## config.mk

```make
export PLATFORM = sky130hd
export DESIGN_NAME = seg7_scan_drv
export DESIGN_NICKNAME = d
export VERILOG_FILES = /design/src/rtl/seg7_pkg.sv /design/src/rtl/seg7_decode.sv /design/src/rtl/seg7_scan_drv.sv
export SDC_FILE = /design/constraint.sdc
export NUM_CORES = 1
export LEC_CHECK = 0
export CAP_MARGIN = 20
export CORE_MARGIN = 2
export CORE_UTILIZATION = 44
export DETAILED_ROUTE_END_ITERATION = 7
export PLACE_DENSITY = 0.76
export SLEW_MARGIN = 10
export SYNTH_ARGS = -nofsm -noshare
export SYNTH_HDL_FRONTEND = slang
export SYNTH_SLANG_ARGS = --single-unit
```

## constraint.sdc

```tcl
create_clock -name clk -period 3.5 [get_ports clk]
set_clock_uncertainty 0.15 [all_clocks]
set_input_delay 0.875 -clock clk [delete_from_list [all_inputs] [get_ports clk]]
set_output_delay 0.875 -clock clk [all_outputs]
set_load 0.05 [all_outputs]
```

## src/rtl/seg7_pkg.sv

```systemverilog
// Shared segment tables and scan-state type for the multiplexed seven-segment driver.
// Patterns are active-low, ordered a..g from bit 6 down to bit 0.
package seg7_pkg;

  typedef enum logic {SHOW, GAP} state_e;

  localparam logic [6:0] SEG_BLANK = 7'b1111111;

  // Nibbles 10..15 have no decimal glyph and stay dark.
  localparam logic [6:0] SEG_DEC [16] = '{
    7'b0000001, 7'b1001111, 7'b0010010, 7'b0000110,
    7'b1001100, 7'b0100100, 7'b0100000, 7'b0001111,
    7'b0000000, 7'b0000100, SEG_BLANK,  SEG_BLANK,
    SEG_BLANK,  SEG_BLANK,  SEG_BLANK,  SEG_BLANK
  };

  localparam logic [6:0] SEG_HEX [16] = '{
    7'b0000001, 7'b1001111, 7'b0010010, 7'b0000110,
    7'b1001100, 7'b0100100, 7'b0100000, 7'b0001111,
    7'b0000000, 7'b0000100, 7'b0001000, 7'b1100000,
    7'b0110001, 7'b1000010, 7'b0110000, 7'b0111000
  };

endpackage

```

## src/rtl/seg7_decode.sv

```systemverilog
// Combinational nibble-to-segment decoder with decimal/hex selection and forced blanking.
module seg7_decode
  import seg7_pkg::*;
(
  input  logic [3:0] nibble,
  input  logic       hex_mode,
  input  logic       blank,
  output logic [6:0] seg
);

  always_comb begin
    seg = hex_mode ? SEG_HEX[nibble] : SEG_DEC[nibble];
    if (blank) seg = SEG_BLANK;
  end

endmodule

```

## src/rtl/seg7_scan_drv.sv

```systemverilog
// Time-multiplexed common-anode seven-segment scanner with tear-free frame-boundary updates.
module seg7_scan_drv
  import seg7_pkg::*;
#(
  parameter int DIGITS = 8,
  parameter int DIV    = 1000,
  parameter int DEAD   = 2
) (
  input  logic                  clk,
  input  logic                  rst,
  input  logic                  load,
  input  logic [4*DIGITS-1:0]   value,
  input  logic [DIGITS-1:0]     dp_en,
  input  logic                  hex_mode,
  input  logic                  blank_lz,
  output logic [6:0]            seg,
  output logic                  dp,
  output logic [DIGITS-1:0]     an,
  output logic                  frame_done,
  output logic                  upd_pending
);

  localparam int IDX_W     = (DIGITS > 1) ? $clog2(DIGITS) : 1;
  localparam int DWELL_MAX = (DIV > DEAD) ? DIV : DEAD;
  localparam int CNT_W     = $clog2(DWELL_MAX + 1);
  localparam logic [CNT_W-1:0] SHOW_LAST = CNT_W'(DIV - 1);
  localparam logic [CNT_W-1:0] GAP_LAST  = (DEAD > 0) ? CNT_W'(DEAD - 1) : '0;
  localparam logic [IDX_W-1:0] IDX_LAST  = IDX_W'(DIGITS - 1);

  state_e              state_q, state_d;
  logic [IDX_W-1:0]    idx_q, idx_d;
  logic [CNT_W-1:0]    cnt_q, cnt_d;
  logic                step, boundary;

  logic [4*DIGITS-1:0] pend_value_q, pend_value_d;
  logic [DIGITS-1:0]   pend_dp_q, pend_dp_d;
  logic                pend_hex_q, pend_hex_d;
  logic                pend_blz_q, pend_blz_d;
  logic                pend_vld_q, pend_vld_d;

  logic [4*DIGITS-1:0] disp_value_q, disp_value_d;
  logic [DIGITS-1:0]   disp_dp_q, disp_dp_d;
  logic                disp_hex_q, disp_hex_d;
  logic                disp_blz_q, disp_blz_d;

  logic [6:0]          seg_q, seg_d;
  logic                dp_q, dp_d;
  logic [DIGITS-1:0]   an_q, an_d;
  logic                frame_done_q, frame_done_d;

  logic [3:0]          nib_sel;
  logic                dp_sel;
  logic                upper_zero;
  logic                blank_sel;
  logic [6:0]          dec_seg;

  always_comb begin
    state_d = state_q;
    idx_d   = idx_q;
    cnt_d   = cnt_q + 1'b1;
    step    = 1'b0;
    if (state_q == SHOW) begin
      if (cnt_q == SHOW_LAST) begin
        cnt_d = '0;
        if (DEAD == 0) step = 1'b1;
        else           state_d = GAP;
      end
    end else if (DEAD == 0 || cnt_q == GAP_LAST) begin
      cnt_d = '0;
      step  = 1'b1;
    end
    if (step) begin
      state_d = SHOW;
      idx_d   = (idx_q == IDX_LAST) ? '0 : idx_q + 1'b1;
    end
    boundary = step && (idx_q == IDX_LAST);
  end

  // A load on the boundary cycle bypasses the pending set so it is never a frame late.
  always_comb begin
    pend_value_d = pend_value_q;
    pend_dp_d    = pend_dp_q;
    pend_hex_d   = pend_hex_q;
    pend_blz_d   = pend_blz_q;
    pend_vld_d   = pend_vld_q;
    disp_value_d = disp_value_q;
    disp_dp_d    = disp_dp_q;
    disp_hex_d   = disp_hex_q;
    disp_blz_d   = disp_blz_q;
    if (boundary) begin
      pend_vld_d = 1'b0;
      if (load) begin
        disp_value_d = value;
        disp_dp_d    = dp_en;
        disp_hex_d   = hex_mode;
        disp_blz_d   = blank_lz;
      end else if (pend_vld_q) begin
        disp_value_d = pend_value_q;
        disp_dp_d    = pend_dp_q;
        disp_hex_d   = pend_hex_q;
        disp_blz_d   = pend_blz_q;
      end
    end else if (load) begin
      pend_value_d = value;
      pend_dp_d    = dp_en;
      pend_hex_d   = hex_mode;
      pend_blz_d   = blank_lz;
      pend_vld_d   = 1'b1;
    end
  end

  // Outputs are built from next-cycle state so they switch on the same edge as the FSM.
  always_comb begin
    nib_sel    = '0;
    dp_sel     = 1'b0;
    upper_zero = 1'b1;
    for (int i = 0; i < DIGITS; i++) begin
      if (idx_d == IDX_W'(i)) begin
        nib_sel = disp_value_d[4*i +: 4];
        dp_sel  = disp_dp_d[i];
      end
      if (i >= int'(idx_d) && disp_value_d[4*i +: 4] != 4'd0) upper_zero = 1'b0;
    end
    blank_sel = disp_blz_d && (idx_d != '0) && upper_zero;
  end

  seg7_decode u_decode (
    .nibble   (nib_sel),
    .hex_mode (disp_hex_d),
    .blank    (blank_sel),
    .seg      (dec_seg)
  );

  always_comb begin
    an_d         = '1;
    seg_d        = SEG_BLANK;
    dp_d         = 1'b1;
    frame_done_d = boundary;
    if (state_d == SHOW) begin
      an_d  = ~(DIGITS'(1) << idx_d);
      seg_d = dec_seg;
      dp_d  = ~dp_sel;
    end
  end

  always_ff @(posedge clk) begin
    if (rst) begin
      state_q      <= GAP;
      idx_q        <= IDX_LAST;
      cnt_q        <= '0;
      pend_vld_q   <= 1'b0;
      disp_value_q <= '0;
      disp_dp_q    <= '0;
      disp_hex_q   <= 1'b0;
      disp_blz_q   <= 1'b1;
      seg_q        <= SEG_BLANK;
      dp_q         <= 1'b1;
      an_q         <= '1;
      frame_done_q <= 1'b0;
    end else begin
      state_q      <= state_d;
      idx_q        <= idx_d;
      cnt_q        <= cnt_d;
      pend_vld_q   <= pend_vld_d;
      disp_value_q <= disp_value_d;
      disp_dp_q    <= disp_dp_d;
      disp_hex_q   <= disp_hex_d;
      disp_blz_q   <= disp_blz_d;
      seg_q        <= seg_d;
      dp_q         <= dp_d;
      an_q         <= an_d;
      frame_done_q <= frame_done_d;
    end
  end

  // Pending payload is only meaningful while pend_vld_q is set, so it carries no reset.
  always_ff @(posedge clk) begin
    pend_value_q <= pend_value_d;
    pend_dp_q    <= pend_dp_d;
    pend_hex_q   <= pend_hex_d;
    pend_blz_q   <= pend_blz_d;
  end

  assign seg         = seg_q;
  assign dp          = dp_q;
  assign an          = an_q;
  assign frame_done  = frame_done_q;
  assign upd_pending = pend_vld_q;

endmodule

```

Word level (Yosys, flattened, before mapping)
Memories as Yosys holds them, arrays and structs flattened.
Index checks and enable logic that the tools add are counted.
- add/subtract/negate cells: 2
- magnitude comparators: 8
- eq/ne operators: 10
- shifts and indexed selects: 1
- multiplexer cells: 51
- bitwise operators: 4
- reduce and logical (&&, ||, !) cells: 24
- operator list (operator ; count):
    $mux 32 ; 3
    $mux 7 ; 5
    $mux 4 ; 8
    $reduce_bool 4->1 ; 8
    $mux 10 ; 3
    $mux 1 ; 27
    $mux 8 ; 3
    $eq 3x3->1 const B ; 5
    $add 10x1->10 const B ; 1
    $eq 10x1->1 const B ; 1
    $eq 10x10->1 const B ; 1
    $logic_and 1x1->1 ; 10
    $ge 3x3->1 const A ; 3
    $not 8->8 ; 1
    $shl 1x3->8 const A ; 1
    $eq 3x2->1 const B ; 2
    $ge 1x3->1 const A ; 2
    $ge 2x3->1 const A ; 2
    $mux 3 ; 2
    $ge 5x5->1 const B ; 1
    $not 4->5 ; 1
    $reduce_or 2->1 ; 2
    $add 3x1->3 const B ; 1
    $eq 3x1->1 const B ; 1
    5 further kinds ; 6
- bits in registers: 116
- ROM bits: 224
- input port bits: 45
- output and inout bits: 18
- logic and storage cells: 118
- memories: 2
- memories (memory ; words ; bits a word ; rd ports ; clocked after memory_dff ; wr ports ; RTL line ; source):
    (no name shown) ; 16 ; 7 ; 1 ; 0 ; 0 ; seg7_decode.sv:12 ; seg = hex_mode ? SEG_HEX[nibble] : SEG_DEC[nibble];
    (no name shown) ; 16 ; 7 ; 1 ; 0 ; 0 ; seg7_decode.sv:12 ;

Logic depth before layout (Yosys ltp)
- word-level depth: 18
- depth in mapped cells: 16
- depth with buffers taken out: 13

By module
From an unflattened synthesis, not the netlist that was laid out.
- cell total of the unflattened synthesis: 541
- area, all modules: 5586.6 um2
- modules (own cells, without submodules) (module ; instances ; cells each ; area each (um2) ; seq. area each (um2)):
    seg7_scan_drv ; 1 ; 490 ; 5207.5 ; 2742.6
    seg7_decode ; 1 ; 51 ; 379.1 ; 0.0

Least setup slack after synthesis
Ideal clock, no wire load.
- kind: flip-flop to flip-flop
- from: reg idx_q[0]
- to: reg pend_blz_q (enable)
- setup time: 0.441 ns
- data arrival time: 3.231 ns
- data required time: 2.909 ns
- slack: -0.323 ns
- cell stages (with the launch flop): 9
- buffers on the path: 3
- period minus slack after synthesis: 3.823 ns
- path through: dfxtp_1 -> ha_1 -> ha_1 -> inv_1 -> nor4_4 -> buf_6 -> buf_8 -> buf_4 -> nor2_1
- cells in the longest elaborated chain, start to end: 4
- RTL lines (item ; RTL line ; source):
    start, declared ; seg7_scan_drv.sv:31 ; logic [IDX_W-1:0] idx_q, idx_d;
    start signal, assigned ; seg7_scan_drv.sv:162 ; idx_q <= idx_d;
    $eq 3x3->1 ; seg7_scan_drv.sv:76 ; boundary = step && (idx_q == IDX_LAST);
    $logic_and 1x1->1 ; seg7_scan_drv.sv:76 ;
    $not 1->1 (no source line) ; - ;
    $reduce_and 2->1 (no source line) ; - ;
    end signal, assigned ; seg7_scan_drv.sv:181 ; pend_blz_q <= pend_blz_d;
    end, declared ; seg7_scan_drv.sv:38 ; logic pend_blz_q, pend_blz_d;
No other way between the ends.
A chain may end at the register's enable or synchronous reset.

Worst setup path after layout
- from: reg cnt_q[6]
- to: reg seg_q[6], in the netlist seg[6]
- cells in the longest elaborated chain, start to end: 18
- elaborated cells between the ends (all ways): 70
- those cells by class: order compare (7); eq/ne (9); mux (30); bitwise (1); reduce/logical (21); memory (2)
- RTL lines (item ; RTL line ; source):
    start, declared ; seg7_scan_drv.sv:32 ; logic [CNT_W-1:0] cnt_q, cnt_d;
    start signal, assigned ; seg7_scan_drv.sv:163 ; cnt_q <= cnt_d;
    $eq 10x1->1 ; seg7_scan_drv.sv:68 ; end else if (DEAD == 0 || cnt_q == GAP_LAST) begin
    $mux 1 ; seg7_scan_drv.sv:68 ;
    $mux 1 ; seg7_scan_drv.sv:62 ; if (state_q == SHOW) begin
    $mux 3 / $logic_and 1x1->1 (equally long branches) ; seg7_scan_drv.sv:72, seg7_scan_drv.sv:76 ;
    $logic_not 3->1 / $mux 32 (equally long branches) ; seg7_scan_drv.sv:118, seg7_scan_drv.sv:90 ;
    $mux 4 (8 in a row) ; seg7_scan_drv.sv:118 ; if (idx_d == IDX_W'(i)) begin
    $not 4->5 (not written as such) ; seg7_decode.sv:12 ;
    $mem_v2 16x7 ; - ;
    $mux 7 (not written as such) (2 in a row) ; seg7_decode.sv:12 ;
    $mux 7 ; seg7_decode.sv:12 ;
    end signal, assigned ; seg7_scan_drv.sv:169 ; seg_q <= seg_d;
    end, declared ; seg7_scan_drv.sv:46 ; logic [6:0] seg_q, seg_d;
Several ways; a longest one is shown, not always the timed one. The select of a mux whose other input is x is not followed.

==> results.py <==
metrics = {
    "setup_path": {
        "cp-start-kind": "flop",
        "max_stage_delay_ns": 0.61,
        "crit_fanout": 4,
        "end_kind": "flop",
        "crit_family": "compound AO/OA/AOI/OAI gates",
        "r2r_cells": 13,
        "crit_path_cell_trace": "or4b_1, buf_4, nor4_4, buf_4, nand2_4, buf_4, a311o_1, o221ai_2, o31ai_4, buf_4, a21oi_4, mux2i_1, o2111ai_2",
        "worstPathRequired_ns": 3.69,
        "critPathKind": "reg2reg",
        "cpMostUsedCell": "buf_4",
        "critPathBufInv": 4,
        "crit_cells": 13,
        "cp.arrival_ns": 3.58,
        "critPathSlowestCell": "or4b_1",
    },
    "synthesis": {
        "syn-cell-area_um2": 5920,
        "yosysWarningCount": 0,
        "syn_inst": 598,
        "netlist-cell-type-count": 80,
        "synth_top_area_share": 0.250,
        "yosysTopAreaCell": "dfxtp_1",
        "syn_nets": 653,
        "synthArstFlopShare": 0,
        "synth_seq_area_share": 0.463,
        "avgSynthCellArea_um2": 9.90,
        "synth_edf_count": 42,
        "synth-seq-cells": 116,
        "synthTopCellsByArea": "dfxtp_1 (25%), edfxtp_1 (21%), nor2_1 (5.5%)",
        "synthTopCellsByCount": "nor2_1 (87), dfxtp_1 (74), edfxtp_1 (42), nand2_1 (29), o22a_1 (28)",
        "ys.flop_type": "dfxtp_1",
        "synth_most_common_cell": "nor2_1",
    },
    "cells_and_area": {
        "n_fill_cell": 1039,
        "final_nets": 811,
        "post-route-util": 0.623,
        "num_antenna_cells": 0,
        "area_growth_pct": 38.9,
        "layout-drive-gt1-share": 0.256,
        "final_area_um2": 8220,
    },
    "placement": {
        "io_buffers": 62,
        "gp_congestion": 1.00,
        "hpwl_um": 12400,
        "pre_cts_ws_ns": -0.363,
        "place_area_um2": 7450,
    },
    "global_route": {
        "grt_pass1_wl_um": 28400,
        "antenna_found_initial": 0,
        "grt_pass1_vias": 5569,
        "grt.overflow.total": 0,
        "grt.total_usage": 0.253,
        "grt_max_degree": 49,
    },
    "die": {
        "initial_core_util": 0.449,
        "fp.dieW_um": 120,
        "die_y_um": 120,
        "die-area_um2": 14400,
        "io_pins": 63,
        "fp-row-count": 42,
        "core_area_um2": 13200,
    },
    "routing": {
        "drtPass1Iterations": 5,
        "drt_iter0_drc": 582,
        "ant_nets": 0,
        "via_per_inst": 5.93,
        "num_vias": 5606,
        "wl_per_cell_um": 18.9,
        "wl_um": 17800,
        "drc": 0,
    },
    "sta": {
        "slew_headroom": 0.578,
        "fmax_mhz": 295,
        "worstMarginPinSlew_ns": 0.615,
        "finalSetupViolCount": 0,
        "slew_violations": 0,
        "finalHoldViolCount": 0,
        "fin_ws_ns": 0.108,
        "min_period_ns": 3.39,
        "finalCritPeriodShare": 0.969,
    },
    "clocking": {
        "cts_buffers": 17,
        "clk_pin_slew_ns": 0.05,
        "tritoncts": "built",
        "cts.sinks": 116,
        "clk_path_buf_depth": 2,
        "insertion_delay_ns": 0.42,
        "h-tree-depth": 4,
        "clockRootBuffer": "clkbuf_16",
    },
    "power": {
        "power_w": 0.00617,
        "vdd_drop_max_mv": 0.537,
        "p_leak_nw": 3.11,
        "p_per_area_nw_per_um2": 751,
    },
    "run": {
        "maxCapViolCount": 0,
    },
    "run_status": {
        "status": "finished clean",
    },
    "hold_path": {
        "hold_depth": 2,
        "hp-class": "reg2reg",
    },
}
## power breakdown
group          switching, W  internal [W]
clock              0.000608       0.00125
sequential         0.000105       0.00161
combinational       0.00144       0.00116
## timing repair
item                                    in CTS  in global routing
buffers inserted                             0                  8
hold buffers                                 0                  0
gates resized for setup                      1                 22
endpoints found under the setup margin       4                  7
pin swaps                                    0                 10
## through the flow
step           hold WS [ns]  std cells  TNS (ns)
2_1_floorplan         0.295        598         0
3_3_place_gp          0.313        905     -1.70
3_5_place_dp          0.316        905     -2.31
4_1_cts               0.324        937         0
5_1_grt               0.345        945   -0.0438
6_report              0.323        945         0
## final timing paths
check / endpoint / slack, ns / start
hold reg to reg: disp_value_q[3]$_SDFF_PP0_ / 0.32 / disp_value_q[3]$_SDFF_PP0_
setup / recovery: seg[6]$_SDFF_PP1_ / 0.11 / cnt_q[6]$_SDFF_PP0_
hold / removal: disp_value_q[3]$_SDFF_PP0_ / 0.32 / disp_value_q[3]$_SDFF_PP0_
setup reg to reg: seg[6]$_SDFF_PP1_ / 0.11 / cnt_q[6]$_SDFF_PP0_
## cells by family (layout without fill, tap and decap cells)
kind of cell,Yosys count,after routing,share of synthesized area
AO/OA/AOI/OAI,190,190,0.250
buffers and inverters,55,226,0.0459
multiplexers,10,10,0.0175
adder cells (fa/ha/maj),10,10,0.0211
AND/OR/NAND/NOR,209,209,0.190
XOR/XNOR,8,8,0.0118
flip-flops,116,116,0.463
## sequential cells by signal, indices dropped and copies added, names as in the netlist, 3 cells and up
signal        cells
an                8
cnt_q            10
disp_dp_q         8
idx_q             3
pend_value_q     32
disp_value_q     32
seg               7
pend_dp_q         8
## final cells by class
class | instances | area (µm²) | area share
flip-flops and latches | 116 | 2740 | 0.334
well taps | 176 | 220 | 0.0268
multi-input cells | 427 | 2970 | 0.361
clock inverters | 12 | 185 | 0.0225
inverters | 16 | 60.1 | 0.00731
repair buffers | 178 | 1600 | 0.195
clock buffers | 20 | 437 | 0.0531
## layout by cell type, fill, tap and decap left out, types with 4 or more instances in the layout
master	synthesis	routed
inv_1	16	14
dfxtp_1	74	73
mux2i_1	7	7
buf_4	4	103
clkinv_2	0	4
o22a_1	28	28
nor3_1	19	19
o211ai_1	5	5
nand4_1	4	4
nand3_1	9	9
ha_1	10	10
or3_1	4	4
xor2_1	5	5
a21oi_1	23	21
nand2_1	29	28
a21o_1	5	5
buf_6	4	6
o32ai_1	4	4
nor2b_1	6	6
o221ai_2	4	4
bufinv_16	0	5
o21a_1	4	4
a211oi_1	14	14
o22ai_1	21	21
clkdlybuf4s50_1	0	61
buf_12	0	7
nand2b_1	15	15
clkbuf_16	0	17
o21ai_1	6	8
nor2_1	87	86
o21ai_0	26	24
edfxtp_1	42	42
o221ai_1	6	6
## worst reg2reg max path: cells and delay by family, from the launching register on
kind / cells / cell delay [ns]
AOI/OAI and AO/OA: 5 / 1.11
muxes: 1 / 0.11
buffers and inverters: 4 / 0.73
and+or+nand+nor: 3 / 0.95
DFF: 1 / 0.31
## metal layers
metal,GRT usage,vias to the layer above,part of all wire
li1,-,2577,-
met3,0.0737,49,0.090
met2,0.400,318,0.47
met4,0.104,0,0.033
met1,0.324,2662,0.41
met5,0,-,0
(Power assumes the default switching activity.)
